==> src/rtl/pipe_ctrl_pkg.sv <==
// Shared types and constants for the pipeline stall/flush controller.
package pipe_ctrl_pkg;

  typedef enum logic [1:0] {
    RUN      = 2'd0,
    MEM_WAIT = 2'd1,
    FAULT    = 2'd2
  } ctrl_state_t;

  // Register $zero never carries a real dependency.
  localparam logic [4:0] REG_ZERO = 5'd0;

  // Number of MEM_WAIT cycles allowed without an ack before faulting.
  localparam int TIMEOUT_CYCLES_DEFAULT = 15;

endpackage

==> src/rtl/mem_wait_fsm.sv <==
// Memory-wait sequencer: tracks whether the MEM stage is frozen on the data
// memory handshake, counts wait cycles and latches a sticky timeout fault.
module mem_wait_fsm
  import pipe_ctrl_pkg::*;
#(
  parameter int TIMEOUT_CYCLES = TIMEOUT_CYCLES_DEFAULT,
  parameter int CNT_W          = 4
) (
  input  logic clk_i,
  input  logic rst_i,
  input  logic memop_i,
  input  logic dmem_ack_i,
  output logic dmem_req_o,
  output logic fault_o,
  output logic mem_stall_o
);

  // Counter value seen on the last MEM_WAIT cycle allowed before FAULT.
  localparam logic [CNT_W-1:0] LAST_WAIT = CNT_W'(TIMEOUT_CYCLES - 1);

  ctrl_state_t      state_q;
  ctrl_state_t      state_d;
  logic [CNT_W-1:0] cnt_q;
  logic [CNT_W-1:0] cnt_d;

  // State and wait counter registers; reset drops the request immediately.
  always_ff @(posedge clk_i or posedge rst_i) begin
    if (rst_i) begin
      state_q <= RUN;
      cnt_q   <= '0;
    end else begin
      state_q <= state_d;
      cnt_q   <= cnt_d;
    end
  end

  // Next state, counter update and the combinational stall flag.
  always_comb begin
    state_d     = state_q;
    cnt_d       = cnt_q;
    mem_stall_o = 1'b0;
    case (state_q)
      RUN: begin
        if (memop_i) begin
          mem_stall_o = 1'b1;
          state_d     = MEM_WAIT;
          cnt_d       = '0;
        end
      end
      MEM_WAIT: begin
        cnt_d = cnt_q + CNT_W'(1);
        if (dmem_ack_i) begin
          state_d = RUN;
        end else begin
          mem_stall_o = 1'b1;
          if (cnt_q == LAST_WAIT) begin
            state_d = FAULT;
          end
        end
      end
      FAULT: begin
        mem_stall_o = 1'b1;
      end
      default: begin
        state_d = RUN;
        cnt_d   = '0;
      end
    endcase
  end

  assign dmem_req_o = (state_q == MEM_WAIT);
  assign fault_o    = (state_q == FAULT);

endmodule

==> src/rtl/pipe_hazard_ctrl.sv <==
// Central stall/flush controller for the 5-stage pipeline. Drives only the
// write-enable, flush and hold controls of the pipeline registers.
// Optional: define PIPE_CTRL_PERF_CNT_EN to build the stall-cycle counter.
module pipe_hazard_ctrl
  import pipe_ctrl_pkg::*;
#(
  parameter int TIMEOUT_CYCLES = TIMEOUT_CYCLES_DEFAULT,
  parameter int CNT_W          = 4
) (
  input  logic        clk_i,
  input  logic        rst_i,
  input  logic        mem_read_i,
  input  logic        mem_write_i,
  input  logic        dmem_ack_i,
  input  logic        branch_taken_i,
  input  logic        idex_memread_i,
  input  logic [4:0]  idex_rt_i,
  input  logic [4:0]  ifid_rs_i,
  input  logic [4:0]  ifid_rt_i,
  output logic        dmem_req_o,
  output logic        pc_write_o,
  output logic        ifid_write_o,
  output logic        idex_flush_o,
  output logic        ifid_flush_o,
  output logic        exmem_flush_o,
  output logic        exmem_hold_o,
  output logic        memwb_bubble_o,
  output logic        fault_o,
  output logic [31:0] stall_cycles_o
);

  logic memop;
  logic mem_stall;
  logic load_use;

  assign memop = mem_read_i | mem_write_i;

  mem_wait_fsm #(
    .TIMEOUT_CYCLES (TIMEOUT_CYCLES),
    .CNT_W          (CNT_W)
  ) u_mem_wait_fsm (
    .clk_i       (clk_i),
    .rst_i       (rst_i),
    .memop_i     (memop),
    .dmem_ack_i  (dmem_ack_i),
    .dmem_req_o  (dmem_req_o),
    .fault_o     (fault_o),
    .mem_stall_o (mem_stall)
  );

  assign load_use = idex_memread_i && (idex_rt_i != REG_ZERO) &&
                    ((idex_rt_i == ifid_rs_i) || (idex_rt_i == ifid_rt_i));

  // Priority mux: memory stall (includes FAULT) over branch flush over load-use.
  always_comb begin
    pc_write_o     = 1'b1;
    ifid_write_o   = 1'b1;
    idex_flush_o   = 1'b0;
    ifid_flush_o   = 1'b0;
    exmem_flush_o  = 1'b0;
    exmem_hold_o   = 1'b0;
    memwb_bubble_o = 1'b0;
    if (mem_stall) begin
      pc_write_o     = 1'b0;
      ifid_write_o   = 1'b0;
      exmem_hold_o   = 1'b1;
      memwb_bubble_o = 1'b1;
    end else if (branch_taken_i) begin
      ifid_flush_o  = 1'b1;
      idex_flush_o  = 1'b1;
      exmem_flush_o = 1'b1;
      pc_write_o    = 1'b1;
    end else if (load_use) begin
      pc_write_o   = 1'b0;
      ifid_write_o = 1'b0;
      idex_flush_o = 1'b1;
    end
  end

`ifdef PIPE_CTRL_PERF_CNT_EN
  logic [31:0] stall_cnt_q;

  // Count every cycle in which the PC is held; wraps naturally at 2^32.
  always_ff @(posedge clk_i or posedge rst_i) begin
    if (rst_i) begin
      stall_cnt_q <= '0;
    end else if (!pc_write_o) begin
      stall_cnt_q <= stall_cnt_q + 32'd1;
    end
  end

  assign stall_cycles_o = stall_cnt_q;
`else
  assign stall_cycles_o = '0;
`endif

endmodule

==> config.mk <==
export PLATFORM = sky130hd
export DESIGN_NAME = pipe_hazard_ctrl
export DESIGN_NICKNAME = d
export VERILOG_FILES = /design/src/rtl/pipe_ctrl_pkg.sv /design/src/rtl/mem_wait_fsm.sv /design/src/rtl/pipe_hazard_ctrl.sv
export SDC_FILE = /design/constraint.sdc
export NUM_CORES = 1
export LEC_CHECK = 0
export ABC_CLOCK_PERIOD_IN_PS = 3300
export CORE_AREA = 2 2 39 41
export DETAILED_ROUTE_END_ITERATION = 7
export DIE_AREA = 0 0 41 43
export DONT_BUFFER_PORTS = 1
export HOLD_SLACK_MARGIN = 0.15
export PLACE_DENSITY = 0.75
export SYNTH_ARGS = -nofsm -noshare
export SYNTH_HDL_FRONTEND = slang
export SYNTH_SLANG_ARGS = --single-unit
==> constraint.sdc <==
create_clock -name clk_i -period 3.3 [get_ports clk_i]
set_input_delay 0.33 -clock clk_i [delete_from_list [all_inputs] [get_ports clk_i]]
set_output_delay 0.33 -clock clk_i [all_outputs]
set_load 0.005 [all_outputs]
==> results of run 1 <==
## power by group through the flow
stage	combinational (mW)	clock [mW]	sequential [mW]
2_1_floorplan	0.112	0	0.107
3_3_place_gp	0.0815	0	0.113
3_5_place_dp	0.0829	0	0.114
4_1_cts	0.0853	0.0699	0.116
5_1_grt	0.0991	0.0756	0.119
6_report	0.0850	0.0668	0.116
## state kept, by name, indices dropped and copies added, names as in the netlist
signal	count
u_mem_wait_fsm.cnt_q	4
u_mem_wait_fsm.state_q	2
## worst max-delay path, stage by stage (launching register included)
cell      delay, ns
dfrtp_1        0.42
nand2b_2       0.26
o22ai_2        0.32
nor2b_2        0.12
a21o_1         0.18
## area by class of cell
cell class	instances	area share
multi-input cells	78	0.674
flip-flops and latches	6	0.229
clock buffers	3	0.0343
well taps	16	0.0305
inverters	3	0.0171
repair buffers	1	0.0152
## synthesized netlist by cell type (2+ instances only)
cell and number:
nand3_1 4, o22ai_1 5, ha_1 2, dfrtp_1 6
buf_4 36, nand2_1 6, nor2_1 2, inv_1 3
xnor2_1 11, nor3_1 3
## layer usage
| layer | vias to the layer above | global-route usage |
|---|---|---|
| li1 | 234 | - |
| met1 | 221 | 0.156 |
| met2 | 42 | 0.259 |
| met3 | 2 | 0.0838 |
| met4 | 0 | 0.0600 |
| met5 | - | 0 |
## cells by family after synthesis
kind of cell	after synthesis	synth area share
compound gates	11	0.106
buf+inv	39	0.371
fa+ha+maj	2	0.0330
other cells	1	0.00495
flops	6	0.198
xor+xnor	12	0.139
simple gates	21	0.149
## path summary, 6_finish.rpt
path,endpoint,cells past startpoint,startpoint
max,idex_flush_o,4,u_mem_wait_fsm.state_q[1]
min,u_mem_wait_fsm.state_q[0],2,dmem_ack_i
max reg2reg,u_mem_wait_fsm.state_q[1],5,u_mem_wait_fsm.cnt_q[0]
min reg2reg,u_mem_wait_fsm.state_q[0],1,u_mem_wait_fsm.state_q[1]
max in group asynchronous,u_mem_wait_fsm.state_q[0],2,rst_i
min in group asynchronous,u_mem_wait_fsm.cnt_q[2],2,rst_i
## repair_timing
action,4_1_cts,5_1_grt
resized for setup,0,0
endpoints found under the setup margin,0,0
hold buffers,1,0
hold endpoints to repair,6,0
## cells in the final DEF, fill, tap and decap left out
master	instances
o22ai_2	1
xnor2_1	11
or2_2	1
a21oi_1	1
nor2_1	2
ha_1	2
xor2_1	1
a21o_1	1
nor2b_2	1
nand2b_1	1
a211oi_1	1
o21ai_2	1
o21bai_1	1
clkbuf_4	3
o22ai_1	5
nand2_1	6
inv_1	3
dlygate4sd3_1	1
nor2b_1	1
or4_4	1
dfrtp_1	6
conb_1	32
nand2b_2	1
nand3_1	4
nor3_1	3
## metrics by stage
step	setup slack, ns	cells	hold WS (ns)	utilization
6_report	1.42	107	0.301	0.475
2_1_floorplan	1.61	123	0.121	-
3_3_place_gp	1.66	103	0.146	0.451
3_5_place_dp	1.64	103	0.147	0.451
4_1_cts	1.42	107	0.291	0.475
5_1_grt	1.29	107	0.320	0.475
==> metrics.txt, run 1 <==
# TYPE chip_impl_metric gauge
chip_impl_metric{name="period_share",unit=""} 0.569
chip_impl_metric{name="met3_length",unit="um"} 148
chip_impl_metric{name="combinationalPowerShare",unit=""} 0.317
chip_impl_metric{name="grt_util_all_layers",unit=""} 0.157
chip_impl_metric{name="area.growth.synth_to_final",unit="%"} -13.4
chip_impl_metric{name="post_drt_wl_per_cell",unit="um"} 11.3
chip_impl_metric{name="die_area",unit="um^2"} 1760
chip_impl_info{name="run_status",value="finished, final reports clean"} 1
chip_impl_metric{name="final_net_count",unit=""} 117
chip_impl_metric{name="grt_pass1_vias",unit=""} 430
chip_impl_metric{name="total_of_flip_flops_plus_latches_after_synthesis",unit=""} 6
chip_impl_metric{name="diodes",unit=""} 0
chip_impl_info{name="yosys-top-cells-area",value="buf_4 36%, dfrtp_1 20%, xnor2_1 13%, o22ai_1 4.1%, ha_1 3.3%"} 1
chip_impl_metric{name="clock_tree.buffer_depth",unit=""} 2
chip_impl_metric{name="gp_congestion",unit=""} 0.702
chip_impl_metric{name="io-pin-count",unit=""} 63
chip_impl_metric{name="clk_transition_reported_paths",unit="ns"} 0.04
chip_impl_metric{name="ff2ff_setup_slack",unit="ns"} 2.08
chip_impl_info{name="clock_tree_from_tritoncts",value="yes"} 1
chip_impl_metric{name="netSwitchingPower",unit="uW"} 95.6
chip_impl_metric{name="switching_share",unit=""} 0.357
chip_impl_metric{name="async_flop_share",unit=""} 1.00
chip_impl_metric{name="grt_max_degree",unit=""} 10
chip_impl_metric{name="finalSetupTns",unit="ns"} 0
chip_impl_info{name="uppermost_routed_layer",value="met4"} 1
chip_impl_metric{name="routed-via-count",unit=""} 499
chip_impl_metric{name="final.setup_skew",unit="ns"} 0.00259
chip_impl_metric{name="f_max",unit="GHz"} 0.533
chip_impl_metric{name="cts_made_buffers",unit=""} 3
chip_impl_metric{name="clk-insertion-delay-late",unit="ns"} 0.24
chip_impl_metric{name="critPathArrivalTime",unit="ns"} 1.55
chip_impl_metric{name="placeableCoreArea",unit="um^2"} 1380
chip_impl_info{name="cts.root.buffer_cell",value="clkbuf_4"} 1
chip_impl_metric{name="postLayoutCellArea",unit="um^2"} 657
chip_impl_info{name="setup.worst_path.start_class",value="register"} 1
chip_impl_metric{name="rows",unit=""} 14
chip_impl_metric{name="die_h",unit="um"} 43
chip_impl_metric{name="die_w",unit="um"} 41
chip_impl_metric{name="synth_cell_types",unit=""} 24
chip_impl_metric{name="postRouteWirelength",unit="um"} 1210
chip_impl_metric{name="drc",unit=""} 0
chip_impl_metric{name="first_iter_violations",unit=""} 4
chip_impl_metric{name="tmin_final",unit="ns"} 1.88
chip_impl_metric{name="finalSetupViolations",unit=""} 0
chip_impl_metric{name="placed_area",unit="um^2"} 624
chip_impl_metric{name="grt_first_pass_wirelength",unit="um"} 1800
chip_impl_metric{name="clock_sinks",unit=""} 6
chip_impl_metric{name="route.layer.met1.wl",unit="um"} 389
chip_impl_metric{name="synth_seq_area_share",unit=""} 0.198
chip_impl_metric{name="portBuffers",unit=""} 0
chip_impl_metric{name="hold_viol",unit=""} 0
chip_impl_metric{name="power.density",unit="nW/um^2"} 408
chip_impl_metric{name="syn_area",unit="um^2"} 758
chip_impl_metric{name="p_int",unit="uW"} 172
chip_impl_metric{name="netlist_instances",unit=""} 92
chip_impl_metric{name="postCtsSetupRepairBufs",unit=""} 0
chip_impl_info{name="worstHoldPathType",value="primary input to register"} 1
chip_impl_metric{name="area.sequential",unit="um^2"} 150
chip_impl_metric{name="total_power_of_the_final_layout",unit="uW"} 268
chip_impl_metric{name="yosys.area.top_type_share",unit=""} 0.356
chip_impl_metric{name="yosysWarningCount",unit=""} 0
chip_impl_metric{name="synth_area_per_cell",unit="um^2"} 8.24
chip_impl_metric{name="wl_met2",unit="um"} 662
chip_impl_info{name="grt_setup_unrepaired",value="no"} 1
chip_impl_metric{name="detailed_place_hpwl",unit="um"} 982
chip_impl_metric{name="h-tree-depth",unit=""} 1
chip_impl_info{name="synthDominantAreaCellType",value="buf_4"} 1
chip_impl_metric{name="num-fill-cells",unit=""} 142
chip_impl_metric{name="part_of_the_total_power_dissipated_in_sequential_elements",unit=""} 0.433
chip_impl_metric{name="maxSlewViolCount",unit=""} 0
chip_impl_metric{name="initial_util",unit=""} 0.548
chip_impl_metric{name="crit_fanout",unit=""} 7
chip_impl_metric{name="cp.required",unit="ns"} 2.97
chip_impl_metric{name="power.ir.vdd_worst",unit="uV"} 192
chip_impl_metric{name="gr-total-overflow",unit=""} 0
chip_impl_info{name="setup.worst_path.end_class",value="output pin"} 1
chip_impl_metric{name="synth_enable_flop_cells",unit=""} 0
chip_impl_info{name="synth_top_flop_cell",value="dfrtp_1"} 1
chip_impl_metric{name="p_clk_frac",unit=""} 0.249
chip_impl_metric{name="drt_pass1_iterations",unit=""} 4
chip_impl_metric{name="grt_antenna_before_repair",unit=""} 0
chip_impl_metric{name="total_leakage_power",unit="nW"} 0.318
chip_impl_metric{name="ant_nets",unit=""} 0
chip_impl_metric{name="multiInputGateArea",unit="um^2"} 443
chip_impl_metric{name="final_layout_size_suffix_gt1_frac",unit=""} 0.0989
chip_impl_metric{name="maxCapViolCount",unit=""} 0
chip_impl_metric{name="route.detailed.vias_per_inst",unit=""} 4.66
chip_impl_info{name="critPathKind",value="register to output pin"} 1
No activity file was read; power rests on OpenSTA's default activity.
==> run 2: changes to the inputs <==
Settings changed: ABC_CLOCK_PERIOD_IN_PS 3300 to 1880.
Clock period 3.3 ns to 1.88 ns, I/O delays scaled along.
==> metrics.txt, run 2 (same netlist as run 1, synthesis figures left out) <==
# TYPE chip_impl_metric gauge
chip_impl_metric{name="ant_nets",unit=""} 0
chip_impl_metric{name="netSwitchingPower",unit="uW"} 167
chip_impl_info{name="hold_start",value="mem_read_i"} 1
chip_impl_info{name="clock_tree_from_tritoncts",value="yes"} 1
chip_impl_info{name="critPathKind",value="register to output pin"} 1
chip_impl_metric{name="drt_pass1_iterations",unit=""} 4
chip_impl_metric{name="grt_max_degree",unit=""} 10
chip_impl_metric{name="hold_viol",unit=""} 0
chip_impl_metric{name="detailed_place_hpwl",unit="um"} 971
chip_impl_info{name="critPathLaunch",value="u_mem_wait_fsm.state_q[0]"} 1
chip_impl_metric{name="finalSetupTns",unit="ns"} 0
chip_impl_metric{name="ff2ff_setup_slack",unit="ns"} 0.68
chip_impl_metric{name="largest_register_ff_count",unit=""} 4
chip_impl_metric{name="gr-total-overflow",unit=""} 0
chip_impl_metric{name="grt_util_all_layers",unit=""} 0.153
chip_impl_metric{name="die_h",unit="um"} 43
chip_impl_metric{name="area.sequential",unit="um^2"} 150
chip_impl_info{name="grt_setup_unrepaired",value="no"} 1
chip_impl_info{name="worstHoldPathType",value="primary input to register"} 1
chip_impl_metric{name="portBuffers",unit=""} 0
chip_impl_metric{name="grt_antenna_before_repair",unit=""} 0
chip_impl_info{name="setup.worst_path.end_class",value="output pin"} 1
chip_impl_metric{name="finalSetupViolations",unit=""} 0
chip_impl_metric{name="die_area",unit="um^2"} 1760
chip_impl_metric{name="grt_pass1_vias",unit=""} 478
chip_impl_info{name="biggest_regs",value="u_mem_wait_fsm.cnt_q x4, u_mem_wait_fsm.state_q x2"} 1
chip_impl_metric{name="routed-via-count",unit=""} 515
chip_impl_metric{name="period_share",unit=""} 0.933
chip_impl_metric{name="critPathArrivalTime",unit="ns"} 1.57
chip_impl_metric{name="maxSlewViolCount",unit=""} 0
chip_impl_metric{name="multiInputGateArea",unit="um^2"} 443
chip_impl_metric{name="first_iter_violations",unit=""} 7
chip_impl_metric{name="gp_congestion",unit=""} 0.696
chip_impl_metric{name="maxCapViolCount",unit=""} 0
chip_impl_info{name="min_to",value="u_mem_wait_fsm.state_q[0]"} 1
chip_impl_metric{name="p_clk_frac",unit=""} 0.254
chip_impl_metric{name="ff2ff_path_depth",unit=""} 5
chip_impl_metric{name="f_max",unit="GHz"} 0.570
chip_impl_metric{name="final_cells",unit=""} 108
chip_impl_metric{name="grt_first_pass_wirelength",unit="um"} 1810
chip_impl_metric{name="cts_made_buffers",unit=""} 3
chip_impl_metric{name="clk_transition_reported_paths",unit="ns"} 0.05
chip_impl_info{name="setup.worst_path.start_class",value="register"} 1
chip_impl_info{name="layout.cells.most_common",value="conb_1"} 1
chip_impl_metric{name="crit_fanout",unit=""} 9
chip_impl_metric{name="clock_sinks",unit=""} 6
chip_impl_metric{name="drc",unit=""} 0
chip_impl_metric{name="power.density",unit="nW/um^2"} 706
chip_impl_metric{name="p_int",unit="uW"} 304
chip_impl_info{name="rr_startpoint",value="u_mem_wait_fsm.cnt_q[0]"} 1
chip_impl_metric{name="dp_cells",unit=""} 103
chip_impl_metric{name="final_net_count",unit=""} 118
chip_impl_metric{name="die_w",unit="um"} 41
chip_impl_metric{name="total_leakage_power",unit="nW"} 0.323
chip_impl_metric{name="part_of_the_total_power_dissipated_in_sequential_elements",unit=""} 0.425
chip_impl_metric{name="clk-insertion-delay-late",unit="ns"} 0.25
chip_impl_info{name="worst_r2r_endpoint",value="u_mem_wait_fsm.state_q[1]"} 1
chip_impl_metric{name="power.ir.vdd_worst",unit="uV"} 214
chip_impl_info{name="cts.root.buffer_cell",value="clkbuf_4"} 1
chip_impl_metric{name="postCtsSetupRepairBufs",unit=""} 0
chip_impl_metric{name="initial_util",unit=""} 0.548
chip_impl_metric{name="postRouteWirelength",unit="um"} 1150
chip_impl_metric{name="holdPathStages",unit=""} 2
chip_impl_metric{name="final.setup_skew",unit="ns"} 0.00593
chip_impl_metric{name="route.detailed.vias_per_inst",unit=""} 4.77
chip_impl_metric{name="tmin_final",unit="ns"} 1.75
chip_impl_metric{name="diodes",unit=""} 0
chip_impl_metric{name="area.growth.synth_to_final",unit="%"} -12.0
chip_impl_metric{name="combinationalPowerShare",unit=""} 0.321
chip_impl_info{name="most_frequent_cells_in_the_layout",value="32 x conb_1, 11 x xnor2_1, 6 x nand2_1, 6 x dfrtp_1, 5 x o22ai_1"} 1
chip_impl_metric{name="placeableCoreArea",unit="um^2"} 1380
chip_impl_metric{name="post_drt_wl_per_cell",unit="um"} 10.6
chip_impl_info{name="run_status",value="finished, final reports clean"} 1
chip_impl_metric{name="final_layout_size_suffix_gt1_frac",unit=""} 0.0978
chip_impl_metric{name="clock_tree.buffer_depth",unit=""} 2
chip_impl_metric{name="switching_share",unit=""} 0.354
chip_impl_metric{name="rows",unit=""} 14
chip_impl_metric{name="num-fill-cells",unit=""} 147
chip_impl_metric{name="cp.required",unit="ns"} 1.69
chip_impl_metric{name="io-pin-count",unit=""} 63
chip_impl_info{name="top_register",value="u_mem_wait_fsm.cnt_q"} 1
chip_impl_metric{name="h-tree-depth",unit=""} 1
[run 2: cell count changes in the layout (fill, tap and decap cells not counted)]
cell / change
dlygate4sd3_1: +1
[run 2: worst max-delay path, cell delays in order, from the launching register on]
cell	delay, ns
dfrtp_1	0.53
nand2b_2	0.18
o22ai_2	0.32
nor2b_2	0.12
a21o_1	0.18
[run 2: worst max path at each step]
stage / cells after the start / end / slack [ns]
detailed placement: 4 / idex_flush_o / 0.41
floorplan: 5 / pc_write_o / 0.48
CTS: 4 / idex_flush_o / 0.14
global placement: 4 / idex_flush_o / 0.45
global route: 4 / idex_flush_o / 0.03
finish: 4 / idex_flush_o / 0.13
[run 2: per-layer routing]
layer	up-vias	GRT usage	part of all wire
li1	234	-	-
met1	234	0.170	0.36
met2	45	0.241	0.50
met3	2	0.0419	0.12
met4	0	0.100	0.012
met5	-	0	0
[run 2: cell type report]
cell class                      instances  area share
Clock buffer                            3      0.0338
Inverter                                3      0.0169
Multi-Input combinational cell         78       0.664
Sequential cell                         6       0.225
Tap cell                               16      0.0300
Timing Repair Buffer                    2      0.0300
[run 2: power groups by stage]
stage	logic [mW]	registers, mW	clock network [mW]
after floorplan	0.196	0.187	0
after global placement	0.144	0.198	0
after detailed placement	0.149	0.202	0
after CTS	0.152	0.199	0.125
after global routing	0.180	0.205	0.132
final	0.151	0.200	0.120
[run 2: repair_timing]
action | 4_1_cts | 5_1_grt
endpoints found under the hold margin | 7 | 0
resized for setup | 0 | 0
hold buffers | 2 | 0
setup endpoints to repair | 0 | 0
[run 2: through the flow]
stage,cell area [um^2],worst slack (ns),hold slack (ns),util,power [mW]
4_1_cts,667,0.139,0.184,0.482,0.477
3_5_place_dp,624,0.409,0.00840,0.451,0.351
2_1_floorplan,875,0.476,-0.0210,-,0.383
6_report,667,0.127,0.189,0.482,0.471
3_3_place_gp,624,0.449,0.00595,0.451,0.342
5_1_grt,667,0.0316,0.272,0.482,0.517
